==> src/rtl/pit_counter_channel.sv <==
// One programmable-interval-timer counter channel: modes 0-3, gate edge
// triggering, count latching and a null-count flag. CE value 0 stands for 2^WIDTH.
module pit_counter_channel #(
  parameter int WIDTH = 16
) (
  input  logic             clk,
  input  logic             rst,
  input  logic             cs,
  input  logic             load,
  input  logic [1:0]       mode_in,
  input  logic [WIDTH-1:0] count_in,
  input  logic             gate,
  input  logic             latch,
  output logic             out,
  output logic [WIDTH-1:0] count_out,
  output logic [WIDTH-1:0] latched_out,
  output logic             null_count
);

  typedef enum logic [1:0] {IDLE, LOADING, WAIT_TRIG, COUNTING} state_t;

  state_t           state_reg, state_next;
  logic [WIDTH-1:0] cr_reg;
  logic [WIDTH-1:0] ce_reg, ce_next;
  logic [WIDTH-1:0] latched_reg;
  logic [1:0]       mode_reg;
  logic             out_reg, out_next;
  logic             null_reg, null_next;
  logic             gate_q;

  logic             write;
  logic             rise;
  logic [WIDTH:0]   n_eff;
  logic [WIDTH-1:0] n_load;
  logic [WIDTH-1:0] half_lo;
  logic [WIDTH-1:0] half_hi;

  assign write = cs & load;
  assign rise  = gate & ~gate_q;

  // Effective reload value: 0 means 2^WIDTH; modes 2/3 promote an illegal 1 to 2.
  always_comb begin
    if (cr_reg == '0)
      n_eff = {1'b1, {WIDTH{1'b0}}};
    else if (mode_reg[1] && cr_reg == WIDTH'(1))
      n_eff = (WIDTH+1)'(2);
    else
      n_eff = {1'b0, cr_reg};
  end

  assign n_load  = n_eff[WIDTH-1:0];
  assign half_lo = n_eff[WIDTH:1];
  assign half_hi = half_lo + WIDTH'(n_eff[0]);

  always_ff @(posedge clk) begin
    if (rst)
      state_reg <= IDLE;
    else
      state_reg <= state_next;
  end

  always_ff @(posedge clk) begin
    if (rst) begin
      cr_reg      <= '0;
      ce_reg      <= '0;
      mode_reg    <= 2'd0;
      out_reg     <= 1'b0;
      null_reg    <= 1'b1;
      latched_reg <= '0;
      gate_q      <= 1'b0;
    end else begin
      gate_q   <= gate;
      ce_reg   <= ce_next;
      out_reg  <= out_next;
      null_reg <= null_next;
      if (cs && latch)
        latched_reg <= ce_reg;
      if (write) begin
        cr_reg   <= count_in;
        mode_reg <= mode_in;
      end
    end
  end

  always_comb begin
    state_next = state_reg;
    ce_next    = ce_reg;
    out_next   = out_reg;
    null_next  = null_reg;
    if (write) begin
      null_next  = 1'b1;
      out_next   = (mode_in != 2'd0);
      state_next = (mode_in == 2'd1) ? WAIT_TRIG : LOADING;
    end else begin
      unique case (state_reg)
        LOADING: begin
          if (mode_reg == 2'd0 || gate) begin
            ce_next    = (mode_reg == 2'd3) ? half_hi : n_load;
            null_next  = 1'b0;
            state_next = COUNTING;
            if (mode_reg == 2'd3)
              out_next = 1'b1;
          end
        end
        WAIT_TRIG: begin
          if (rise) begin
            ce_next    = n_load;
            out_next   = 1'b0;
            null_next  = 1'b0;
            state_next = COUNTING;
          end
        end
        COUNTING: begin
          unique case (mode_reg)
            2'd0: begin
              if (gate) begin
                ce_next = ce_reg - WIDTH'(1);
                if (ce_reg == WIDTH'(1))
                  out_next = 1'b1;
              end
            end
            2'd1: begin
              if (rise) begin
                ce_next = n_load;
              end else begin
                ce_next = ce_reg - WIDTH'(1);
                if (ce_reg == WIDTH'(1)) begin
                  out_next   = 1'b1;
                  state_next = WAIT_TRIG;
                end
              end
            end
            2'd2: begin
              if (!gate) begin
                out_next   = 1'b1;
                state_next = LOADING;
              end else if (ce_reg == WIDTH'(2)) begin
                ce_next  = WIDTH'(1);
                out_next = 1'b0;
              end else if (ce_reg == WIDTH'(1)) begin
                ce_next  = n_load;
                out_next = 1'b1;
              end else begin
                ce_next = ce_reg - WIDTH'(1);
              end
            end
            default: begin
              // Square wave: the low half gets floor(N/2), the high half ceil(N/2).
              if (!gate) begin
                out_next   = 1'b1;
                state_next = LOADING;
              end else if (ce_reg == WIDTH'(1)) begin
                out_next = ~out_reg;
                ce_next  = out_reg ? half_lo : half_hi;
              end else begin
                ce_next = ce_reg - WIDTH'(1);
              end
            end
          endcase
        end
        default: begin
        end
      endcase
    end
  end

  always_comb begin
    out         = out_reg;
    count_out   = ce_reg;
    latched_out = latched_reg;
    null_count  = null_reg;
  end

endmodule

==> config.mk <==
export PLATFORM = sky130hd
export DESIGN_NAME = pit_counter_channel
export DESIGN_NICKNAME = d
export VERILOG_FILES = /design/src/rtl/pit_counter_channel.sv
export SDC_FILE = /design/constraint.sdc
export NUM_CORES = 1
export LEC_CHECK = 0
export CAP_MARGIN = 10
export CORE_MARGIN = 3
export CORE_UTILIZATION = 45
export DETAILED_ROUTE_END_ITERATION = 10
export PLACE_DENSITY = 0.68
export SLEW_MARGIN = 20
export SYNTH_ARGS = -nofsm -noshare
export SYNTH_HDL_FRONTEND = slang
export SYNTH_SLANG_ARGS = --single-unit
==> constraint.sdc <==
create_clock -name clk -period 2.8 [get_ports clk]
set_input_delay 0.56 -clock clk [delete_from_list [all_inputs] [get_ports clk]]
set_output_delay 0.56 -clock clk [all_outputs]
set_load 0.01 [all_outputs]
==> results.md, run 1 <==
* Outcome: finished, final reports clean
* Power Density at 897.5 nW/um^2
* Period utilization at 0.9506
* # rows at 36
* GP Congestion at approximately 0.95
* CP max stage delay at about 0.42 ns
* Clock latency at the later pin of the worst-skew pair at approximately 0.32 ns
* Layout cells sized above 1 at 0.1754
* Remaining DRCs at 0
* CTS tree: yes
* Max Slew Vio Count at 0
* Post-synthesis sequential area ratio at 0.2391
* Fin Clk Skew at 0.009397 ns
* Gr usage total at 0.2802
* Syn_area_per_cell at just over 7 sq um
* Final core occ at 0.5865
* CP Buf/Inv Count at 1
* IO buf count at 57
* Crit Path Class: flop to flop
* Footprint of the multi-input gates at around 3200 sq um
* Crit path max fanout at 4
* Post-DP HPWL at 12260 um
* Area contributors post-synth: dfxtp_1 (24%), nand2_1 (8.3%), a21oi_1 (5.5%)
* WP data arrival at between 2 and 3 ns
* First-pass GRT wire length at between 20000 and 30000 um
* 1st-pass router iterations at 5
* Total die area at about 11000 sq um
* Max Cap Viol at 0
* Area leader, netlist: dfxtp_1
* Peak VDD IR at 0.3052 mV
* Total grt overflow at 0
* IO Pins at slightly below 60
* Number of global-route vias before repair at 4883
* Worst path slowest cell: o41a_1
* Largest net degree at the start of global routing at 33
* Most frequent cells in the layout: nand2_1 (101), buf_4 (73), clkdlybuf4s50_1 (56), dfxtp_1 (53), a21oi_1 (51)
* Syn Std Cell Area at 4606 sq um
* Post-synth cell types at 76
* Antenna-violating nets left at 0
* Fillers at ~950
* Element type at the critical path end: flop
* Layout Nets at between 700 and 800
* Startpoint Class: flop
* Relative slew margins at 0.6327
* Core box area at 9864 sq um
* Synth Instances at 633
* Antenna violations before repair at 0
* Max Freq at between 300 and 400 MHz
* Post-Route WL at 16220 um
* RSZ-0062 raised after global routing: yes
* Worst Path Required at 3.05 ns
* CTS Buf Count at 5
* Number of synthesized flops with an enable pin at 0
* CP top delay family: compound AO/OA/AOI/OAI gates
* Die Ht at approximately 110 um
* Vias at approximately 5200
* DR iter-0 viols at 497
* #FFs+latches synth at 55
* CTS Buffer Depth at 2
* Yosys top cell area share at 0.2391
* Vias per cell at about 6.2
* Syn Nets at between 600 and 700
* Area Overhead vs Synth at 25.62%
* CP Cell Sequence: nor4_4, nand3_2, o41a_1, ha_2, ha_2, buf_4, nor2b_1, nand4_1, xnor2_1, o21ai_1, a22o_1, a311oi_2
* Placed cell areas at between 5000 and 6000 sq um
* Static Leakage at 2.181 nW
* Clock Pin Slew Worst Setup and Hold Paths at 0.12 ns
* Ys Warns at 0
* Starting Density at 0.4669
* Ys async rst share at 0
* # diodes at 0
* Hold Vio Cnt, Final at 0
* Finish-stage setup viols at 0
* H-tree depth at 2
* Commonest non-fill, non-tap cell in the layout: nand2_1
* Clk sinks at 55
* Top_reg_cell synth: dfxtp_1
* Least-Margin Pin Slew at 0.5510 ns
* Hold Crit Class: flop to flop
* Clock Tree Root: clkbuf_8
* Design area at between 5000 and 6000 sq um
* DR WL/cell at 19.31 um
* Fin crit period at between 2 and 3 ns
* Register area at 1104 sq um
* Cell mode on critical path: ha_2
* Die X at 107.2 um
routing by layer:
metal,global-route usage,wire (um),up-vias
met5,0,0,-
met4,0.08858,393,0
met3,0.05960,1598,36
met2,0.4553,7512,297
met1,0.3703,6714,2426
li1,-,-,2454
kinds of logic after synthesis:
family | synth area share
compound gates | 0.2853
fa+ha+maj | 0.03532
simple gates | 0.2915
mux | 0.01549
xor+xnor | 0.05895
buf+inv | 0.07443
flops | 0.2391
what timing repair did:
action	CTS	global route
setup endpoints to repair	0	9
hold buffers	0	0
resized for setup	0	14
buffers inserted	0	1
power breakdown:
part | total (W) | internal (W) | switching, W | leakage (nW)
Combinational | 0.00358 | 0.00155 | 0.00202 | 1.68
Sequential | 0.00112 | 0.000938 | 0.000183 | 0.451
Clock | 0.000496 | 0.000185 | 0.000311 | 0.0463
worst register-to-register path, delay by kind of cell, from the launching register on:
family	cells	cell delay (ns)
DFF	1	0.36
xor gates and xnor gates	1	0.14
and+or+nand+nor	4	0.68
adders and majority gates	2	0.36
AOI/OAI and AO/OA	4	0.91
buffers and inverters	1	0.14
synthesized netlist by cell type, types with 8 or more instances:
master    number
a211oi_1      11
a21oi_1       51
a221oi_1      14
a31oi_1        8
buf_2         10
clkbuf_1      42
dfxtp_1       55
ha_1          13
inv_1         12
nand2_1      102
nand3_1       20
nor2_1        50
nor3_1        21
nor4_1        10
o21ai_0       19
or4_1          8
xnor2_1       12
xor2_1        19
cell type report:
cell class	count	share of cell area
Multi-Input combinational cell	500	0.5595
Timing Repair Buffer	131	0.1959
Sequential cell	55	0.1907
Tap cell	133	0.02876
Clock buffer	5	0.01189
Inverter	13	0.008434
Clock inverter	3	0.004758
metrics by stage:
| step | setup TNS, ns | cells | total power (W) | setup slack [ns] | hold slack [ns] |
|---|---|---|---|---|---|
| final | 0 | 840 | 0.005192 | 0.1384 | 0.4617 |
| after detailed placement | 0 | 831 | 0.004598 | 0.01951 | 0.4474 |
| after global placement | 0 | 831 | 0.004583 | 0.07826 | 0.4408 |
| after global routing | -0.05196 | 840 | 0.005548 | -0.03844 | 0.4834 |
| after CTS | 0 | 839 | 0.005101 | 0.1033 | 0.4642 |
| after floorplan | 0 | 633 | 0.003374 | 0.01129 | 0.4691 |
path summary, 6_finish.rpt:
check                               startpoint        endpoint  slack, ns  cells after the start
worst min register to register  latched_out[4]  latched_out[4]       0.46                      2
worst min-delay path            latched_out[4]  latched_out[4]       0.46                      2
worst max-delay path                 cr_reg[5]   count_out[10]       0.14                     12
worst max register to register       cr_reg[5]   count_out[10]       0.14                     12
Power figures use the tool's default switching activity.
==> inputs of run 2 (changes only) <==
--- a/config.mk
+++ b/config.mk
@@ -6,7 +6,6 @@
 export NUM_CORES = 1
 export LEC_CHECK = 0
 export CAP_MARGIN = 10
-export CORE_MARGIN = 3
 export CORE_UTILIZATION = 45
 export DETAILED_ROUTE_END_ITERATION = 10
 export PLACE_DENSITY = 0.68
==> run 2 against run 1 <==
Net effect: sequential cell count did not move; worst hold slack got worse by 0.0026 ns; via count rose by 1.8%; core utilization fell by 0.71 points; largest power group unchanged; sequential power barely moved; critical endpoint is now count_out[8]; first-iteration DRC count fell by 2.8%; largest cell class unchanged; critical path type unchanged; fmax fell by 1.9%; non-clock buffer count fell by 4; global-route usage rose by 3.5 points; count of clock-buffer cells in the layout did not move; clock skew fell by 0.00051 ns; die area fell by 7.3%.
==> results.md, run 2 (synthesized netlist as in run 1, its figures left out) <==
* Outcome: finished, final reports clean (unchanged)
* Net Switching at 0.002549 W (was 0.002515 W)
* Most frequent cells in the layout: nand2_1 (101), buf_4 (70), clkdlybuf4s50_1 (56), dfxtp_1 (55), a21oi_1 (51) (was nand2_1 (101), buf_4 (73), clkdlybuf4s50_1 (56), dfxtp_1 (53), a21oi_1 (51))
* Antenna violations before repair at 0 (unchanged)
* Max Freq at 368.7 MHz (was 375.7 MHz)
* Placed cell areas at 5574 sq um (was 5617 sq um)
* Vias per cell at 6.350 (was 6.206)
* Reg power frac at 0.210 (was 0.216)
* CP top delay family: simple AND/OR/NAND/NOR gates (was compound AO/OA/AOI/OAI gates)
* First-pass GRT wire length at 25610 um (was 25700 um)
* CTS tree: yes (unchanged)
* Remaining DRCs at 0 (unchanged)
* Least-Margin Pin Slew at 0.5757 ns (was 0.5510 ns)
* Layout cells sized above 1 at 0.1664 (was 0.1754)
* Die Ht at 103.2 um (was 107.2 um)
* Clock Pin Slew Worst Setup and Hold Paths at 0.12 ns (about the same)
* H-tree depth at 2 (unchanged)
* Fin Clk Skew at 0.008884 ns (was 0.009397 ns)
* Crit path max fanout at 7 (was 4)
* Total grt overflow at 0 (unchanged)
* CP Buf/Inv Count at 1 (unchanged)
* Antenna-violating nets left at 0 (unchanged)
* WP data arrival at 2.93 ns (was 2.91 ns)
* DR WL met2 at 7120 um (was 7512 um)
* M1 WL at 6630 um (was 6714 um)
* 1st-pass router iterations at 5 (unchanged)
* Clock Tree Root: clkbuf_8 (unchanged)
* Critical path startpoint: cr_reg[5] (unchanged)
* Element type at the critical path end: flop (unchanged)
* Max Cap Viol at 0 (unchanged)
* Static Leakage at 2.131 nW (was 2.181 nW)
* Net Sw Frac at 0.4876 (was 0.4843)
* IO buf count at 57 (unchanged)
* Crit Path Class: flop to flop (unchanged)
* Area Overhead vs Synth at 24.10% (was 25.62%)
* Post-Route WL at 16110 um (was 16220 um)
* Place WS at -0.01878 ns (was 0.01951 ns)
* Startpoint Class: flop (unchanged)
* Total die area at 10640 sq um (was 11480 sq um)
* CP max stage delay at 0.37 ns (was 0.42 ns)
* Worst Path Required at 3.02 ns (was 3.05 ns)
* Min-delay src: latched_out[7] (was latched_out[4])
* Clk sinks at 55 (unchanged)
* GP Congestion at 0.9657 (was 0.9470)
* CP Cell Sequence: nor4_2, nand3_2, o41a_1, ha_2, ha_1, buf_4, nand4_1, xor2_1, nor2_1, a2111o_1, nor3b_1 (was nor4_4, nand3_2, o41a_1, ha_2, ha_2, buf_4, nor2b_1, nand4_1, xnor2_1, o21ai_1, a22o_1, a311oi_2)
* Post-DP HPWL at 12070 um (was 12260 um)
* Die X at 103.2 um (was 107.2 um)
* IO Pins at 58 (unchanged)
* Power Density at 914.7 nW/um^2 (was 897.5 nW/um^2)
* Relative slew margins at 0.6162 (was 0.6327)
* Hold Crit Class: flop to flop (unchanged)
* Highest routed layer: met4 (unchanged)
* Period utilization at 0.9687 (was 0.9506)
* # diodes at 0 (unchanged)
* Commonest non-fill, non-tap cell in the layout: nand2_1 (unchanged)
* Combinational share of power at 0.695 (was 0.689)
* Vias at 5309 (was 5213)
* Max Slew Vio Count at 0 (unchanged)
* Post-layout worst setup margin at 0.08777 ns (was 0.1384 ns)
* FF-to-FF Start: cr_reg[5] (unchanged)
* Final Power at 0.005228 W (was 0.005192 W)
* CTS Buf Count at 5 (unchanged)
* Fin crit period at 2.712 ns (was 2.662 ns)
* Largest net degree at the start of global routing at 33 (unchanged)
* Final core occ at 0.5794 (was 0.5865)
* Design area at 5715 sq um (was 5786 sq um)
* WL met3 at 1473 um (was 1598 um)
* Number of global-route vias before repair at 4932 (was 4883)
* Core box area at 9864 sq um (unchanged)
* Layout Nets at 739 (was 743)
* Internal cell power at 0.002679 W (was 0.002678 W)
* DR iter-0 viols at 483 (was 497)
* Clock latency at the later pin of the worst-skew pair at 0.32 ns (about the same)
* # rows at 36 (unchanged)
* Finish-stage setup viols at 0 (unchanged)
* DR WL/cell at 19.27 um (was 19.31 um)
* Clock share of power at 0.095 (about the same)
* Hold Vio Cnt, Final at 0 (unchanged)
* Worst path slowest cell: o41a_1 (unchanged)
* CTS Buffer Depth at 2 (unchanged)
* Gr usage total at 0.3152 (was 0.2802)
* Starting Density at 0.4669 (unchanged)
* Peak VDD IR at 0.3649 mV (was 0.3052 mV)
[run 2: cell types whose count changed in the layout (fill, tap and decap cells not counted), moves of 2 or more]
cell and change:
nor4_2 +2, dfxtp_2 -2, nor4_4 -2, buf_4 -3, dfxtp_1 +2
[run 2: metrics by stage]
step,TNS [ns],cells,hold WS (ns)
final,0,836,0.4591
after global routing,-0.01037,836,0.4830
after CTS,0,835,0.4627
after detailed placement,-0.02027,827,0.4459
after global placement,0,827,0.4406
after floorplan,0,633,0.4691
[run 2: power by group through the flow]
stage	logic, W	clock network (W)	registers [W]
final	0.00363	0.000497	0.00110
after global routing	0.00393	0.000539	0.00111
after CTS	0.00354	0.000504	0.00109
after detailed placement	0.00352	0	0.00111
after global placement	0.00347	0	0.00110
after floorplan	0.00221	0	0.00116
[run 2: worst paths after layout]
check                        end  slack [ns]  depth (start not counted)
hold / removal    latched_out[7]        0.46                          2
setup / recovery    count_out[8]        0.09                         11
setup reg to reg    count_out[8]        0.09                         11
hold reg to reg   latched_out[7]        0.46                          2
[run 2: repair_timing]
action / in CTS / in global routing
resized for setup: 0 / 9
hold buffers: 0 / 0
setup buffers: 0 / 1
setup endpoints to repair: 0 / 9
[run 2: area by class of cell]
type	count	area (sq um)
inverters	13	48.80
flip-flops and latches	55	1101
well taps	133	166.4
multi-input cells	500	3212
fillers	975	4149
repair buffers	127	1091
clock buffers	5	68.82
clock inverters	3	27.53
[run 2: tightest hold or removal path, stage by stage, from the launching register on]
cell and delay, ns:
dfxtp_1 0.33, nand2_1 0.05, a21oi_1 0.05
[run 2: routing by layer]
layer	vias up	track usage
li1	2453	-
met1	2458	0.4071
met2	323	0.4949
met3	75	0.05966
met4	0	0.1723
met5	-	0
==> inputs of run 3 (changes only) <==
--- a/config.mk
+++ b/config.mk
@@ -6,9 +6,10 @@
 export NUM_CORES = 1
 export LEC_CHECK = 0
 export CAP_MARGIN = 10
+export CORE_MARGIN = 3
 export CORE_UTILIZATION = 45
 export DETAILED_ROUTE_END_ITERATION = 10
-export PLACE_DENSITY = 0.68
+export PLACE_DENSITY = 0.75
 export SLEW_MARGIN = 20
 export SYNTH_ARGS = -nofsm -noshare
 export SYNTH_HDL_FRONTEND = slang
==> run 3 against run 2 <==
Net effect: sequential cell count unchanged; final area increased by 0.20%; non-clock buffer count is the same; highest routed layer unchanged; core utilization rose by 0.11 points; via count shrank 0.34%; critical endpoint unchanged; largest cell class unchanged; register-to-register slack about the same; setup slack got worse by 0.0074 ns; critical path depth did not move; worst hold slack improved by 0.00088 ns; total power fell by 0.92%; combinational power is 2% lower; global-route usage decreased by 4.0 points.
==> results.md, run 3 (synthesized netlist as in run 1, its figures left out) <==
* Clock Tree Root: clkbuf_8 (unchanged)
* Fin crit period at 2.720 ns (was 2.712 ns)
* DR iter-0 viols at 593 (was 483)
* # rows at 36 (unchanged)
* Max Freq at 367.7 MHz (was 368.7 MHz)
* Least-Margin Pin Slew at 0.5957 ns (was 0.5757 ns)
* Remaining DRCs at 0 (unchanged)
* Layout cells sized above 1 at 0.1664 (unchanged)
* IO Pins at 58 (unchanged)
* IO buf count at 57 (unchanged)
* Worst Path Required at 3.03 ns (was 3.02 ns)
* Fillers at 942 (was 975)
* First-pass GRT wire length at 25470 um (was 25610 um)
* CTS Buffer Depth at 2 (unchanged)
* WP data arrival at 2.95 ns (was 2.93 ns)
* GP Congestion at 0.9684 (was 0.9657)
* Commonest non-fill, non-tap cell in the layout: nand2_1 (unchanged)
* Max Cap Viol at 0 (unchanged)
* Crit path max fanout at 5 (was 7)
* Clock latency at the later pin of the worst-skew pair at 0.33 ns (was 0.32 ns)
* 1st-pass router iterations at 5 (unchanged)
* Setup TNS at 0 ns (unchanged)
* Antenna violations before repair at 0 (unchanged)
* H-tree depth at 2 (unchanged)
* Peak VDD IR at 0.4047 mV (was 0.3649 mV)
* Starting Density at 0.4669 (unchanged)
* Most frequent cells in the layout: nand2_1 (101), buf_4 (69), clkdlybuf4s50_1 (56), dfxtp_1 (55), a21oi_1 (51) (was nand2_1 (101), buf_4 (70), clkdlybuf4s50_1 (56), dfxtp_1 (55), a21oi_1 (51))
* Period utilization at 0.9713 (was 0.9687)
* Vias at 5291 (was 5309)
* Outcome: finished, final reports clean (unchanged)
* Finish-stage setup viols at 0 (unchanged)
* Number of global-route vias before repair at 4833 (was 4932)
* Vias per cell at 6.329 (was 6.350)
* Post-DP HPWL at 12210 um (was 12070 um)
* Die X at 107.2 um (was 103.2 um)
* Total die area at 11480 sq um (was 10640 sq um)
* Die Ht at 107.2 um (was 103.2 um)
* CP Cell Sequence: nor4_1, nand3_1, o41a_1, ha_2, ha_1, nand2b_1, nor3_1, xnor2_1, a32oi_1, a2111oi_2, nor3b_1 (was nor4_2, nand3_2, o41a_1, ha_2, ha_1, buf_4, nand4_1, xor2_1, nor2_1, a2111o_1, nor3b_1)
* Grt met1 use at 0.3671 (was 0.4071)
* Antenna-violating nets left at 0 (unchanged)
* Total grt overflow at 0 (unchanged)
* Power Density at 904.5 nW/um^2 (was 914.7 nW/um^2)
* Static Leakage at 2.139 nW (was 2.131 nW)
* Placed cell areas at 5587 sq um (was 5574 sq um)
* DR WL/cell at 19.28 um (was 19.27 um)
* Worst path slowest cell: o41a_1 (unchanged)
* CTS Buf Count at 5 (unchanged)
* CP Buf/Inv Count at 0 (was 1)
* Relative slew margins at 0.6028 (was 0.6162)
* CP top delay family: compound AO/OA/AOI/OAI gates (was simple AND/OR/NAND/NOR gates)
* Worst hold slack at 0.4600 ns (was 0.4591 ns)
* Core box area at 9864 sq um (unchanged)
* Fin Clk Skew at 0.01294 ns (was 0.008884 ns)
* Element type at the critical path end: flop (unchanged)
* Post-Route WL at 16120 um (was 16110 um)
* Startpoint Class: flop (unchanged)
* CTS tree: yes (unchanged)
* GRT busiest layer: met2 (unchanged)
* Clock Pin Slew Worst Setup and Hold Paths at 0.12 ns (about the same)
* Met3 Use GR at 0.04094 (was 0.05966)
* Max Slew Vio Count at 0 (unchanged)
* Largest net degree at the start of global routing at 33 (unchanged)
* Hold Crit Class: flop to flop (unchanged)
* Crit Path Class: flop to flop (unchanged)
* Area Overhead vs Synth at 24.34% (was 24.10%)
* # diodes at 0 (unchanged)
* Hold Vio Cnt, Final at 0 (unchanged)
* Gr usage total at 0.2751 (was 0.3152)
* Clk sinks at 55 (unchanged)
* Design area at 5727 sq um (was 5715 sq um)
* Final Power at 0.005180 W (was 0.005228 W)
* Layout Nets at 739 (unchanged)
* CP max stage delay at 0.44 ns (was 0.37 ns)
* Grt met2 use at 0.4406 (was 0.4949)
## run 3: final timing paths
kind / startpoint / end / slack (ns) / cells after the start
worst max register to register: cr_reg[13] / count_out[8] / 0.08 / 11
worst min register to register: latched_out[14] / latched_out[14] / 0.46 / 2
worst min-delay path: latched_out[14] / latched_out[14] / 0.46 / 2
worst max-delay path: cr_reg[13] / count_out[8] / 0.08 / 11
## run 3: per-layer routing
metal | up-vias | wire, um
li1 | 2449 | -
met1 | 2445 | 6690
met2 | 342 | 7166
met3 | 55 | 1584
met4 | 0 | 678
met5 | - | 0
## run 3: repair_timing
item / in CTS / in global routing
hold buffers: 0 / 0
endpoints found under the setup margin: 0 / 8
gates resized for setup: 0 / 7
buffers inserted: 0 / 1
## run 3: where the power goes
group	switching, W	total [W]	leakage, nW	internal (W)
combinational	0.00201	0.00355	1.64	0.00153
clock	0.000314	0.000499	0.0463	0.000185
sequential	0.000197	0.00114	0.450	0.000938
total	0.00252	0.00518	2.14	0.00266
## run 3: tightest hold or removal path, stage by stage, from the launching register on
cell and delay (ns):
dfxtp_1 0.33, nand2_1 0.05, a21oi_1 0.05
## run 3: stage by stage
stage	cells	setup slack, ns	util
6_report	836	0.08039	0.5805
5_1_grt	836	-0.01266	0.5805
4_1_cts	835	0.02987	0.5761
3_5_place_dp	827	-0.005258	0.5663
3_3_place_gp	827	0.04765	0.5663
2_1_floorplan	633	0.01129	-
## run 3: cell type report
class | instances | area [sq um] | area share
Multi-Input combinational cell | 500 | 3211 | 0.5606
Timing Repair Buffer | 127 | 1104 | 0.1927
Sequential cell | 55 | 1101 | 0.1923
Tap cell | 133 | 166.4 | 0.02906
Clock buffer | 5 | 68.82 | 0.01202
Inverter | 13 | 48.80 | 0.008521
Clock inverter | 3 | 27.53 | 0.004807
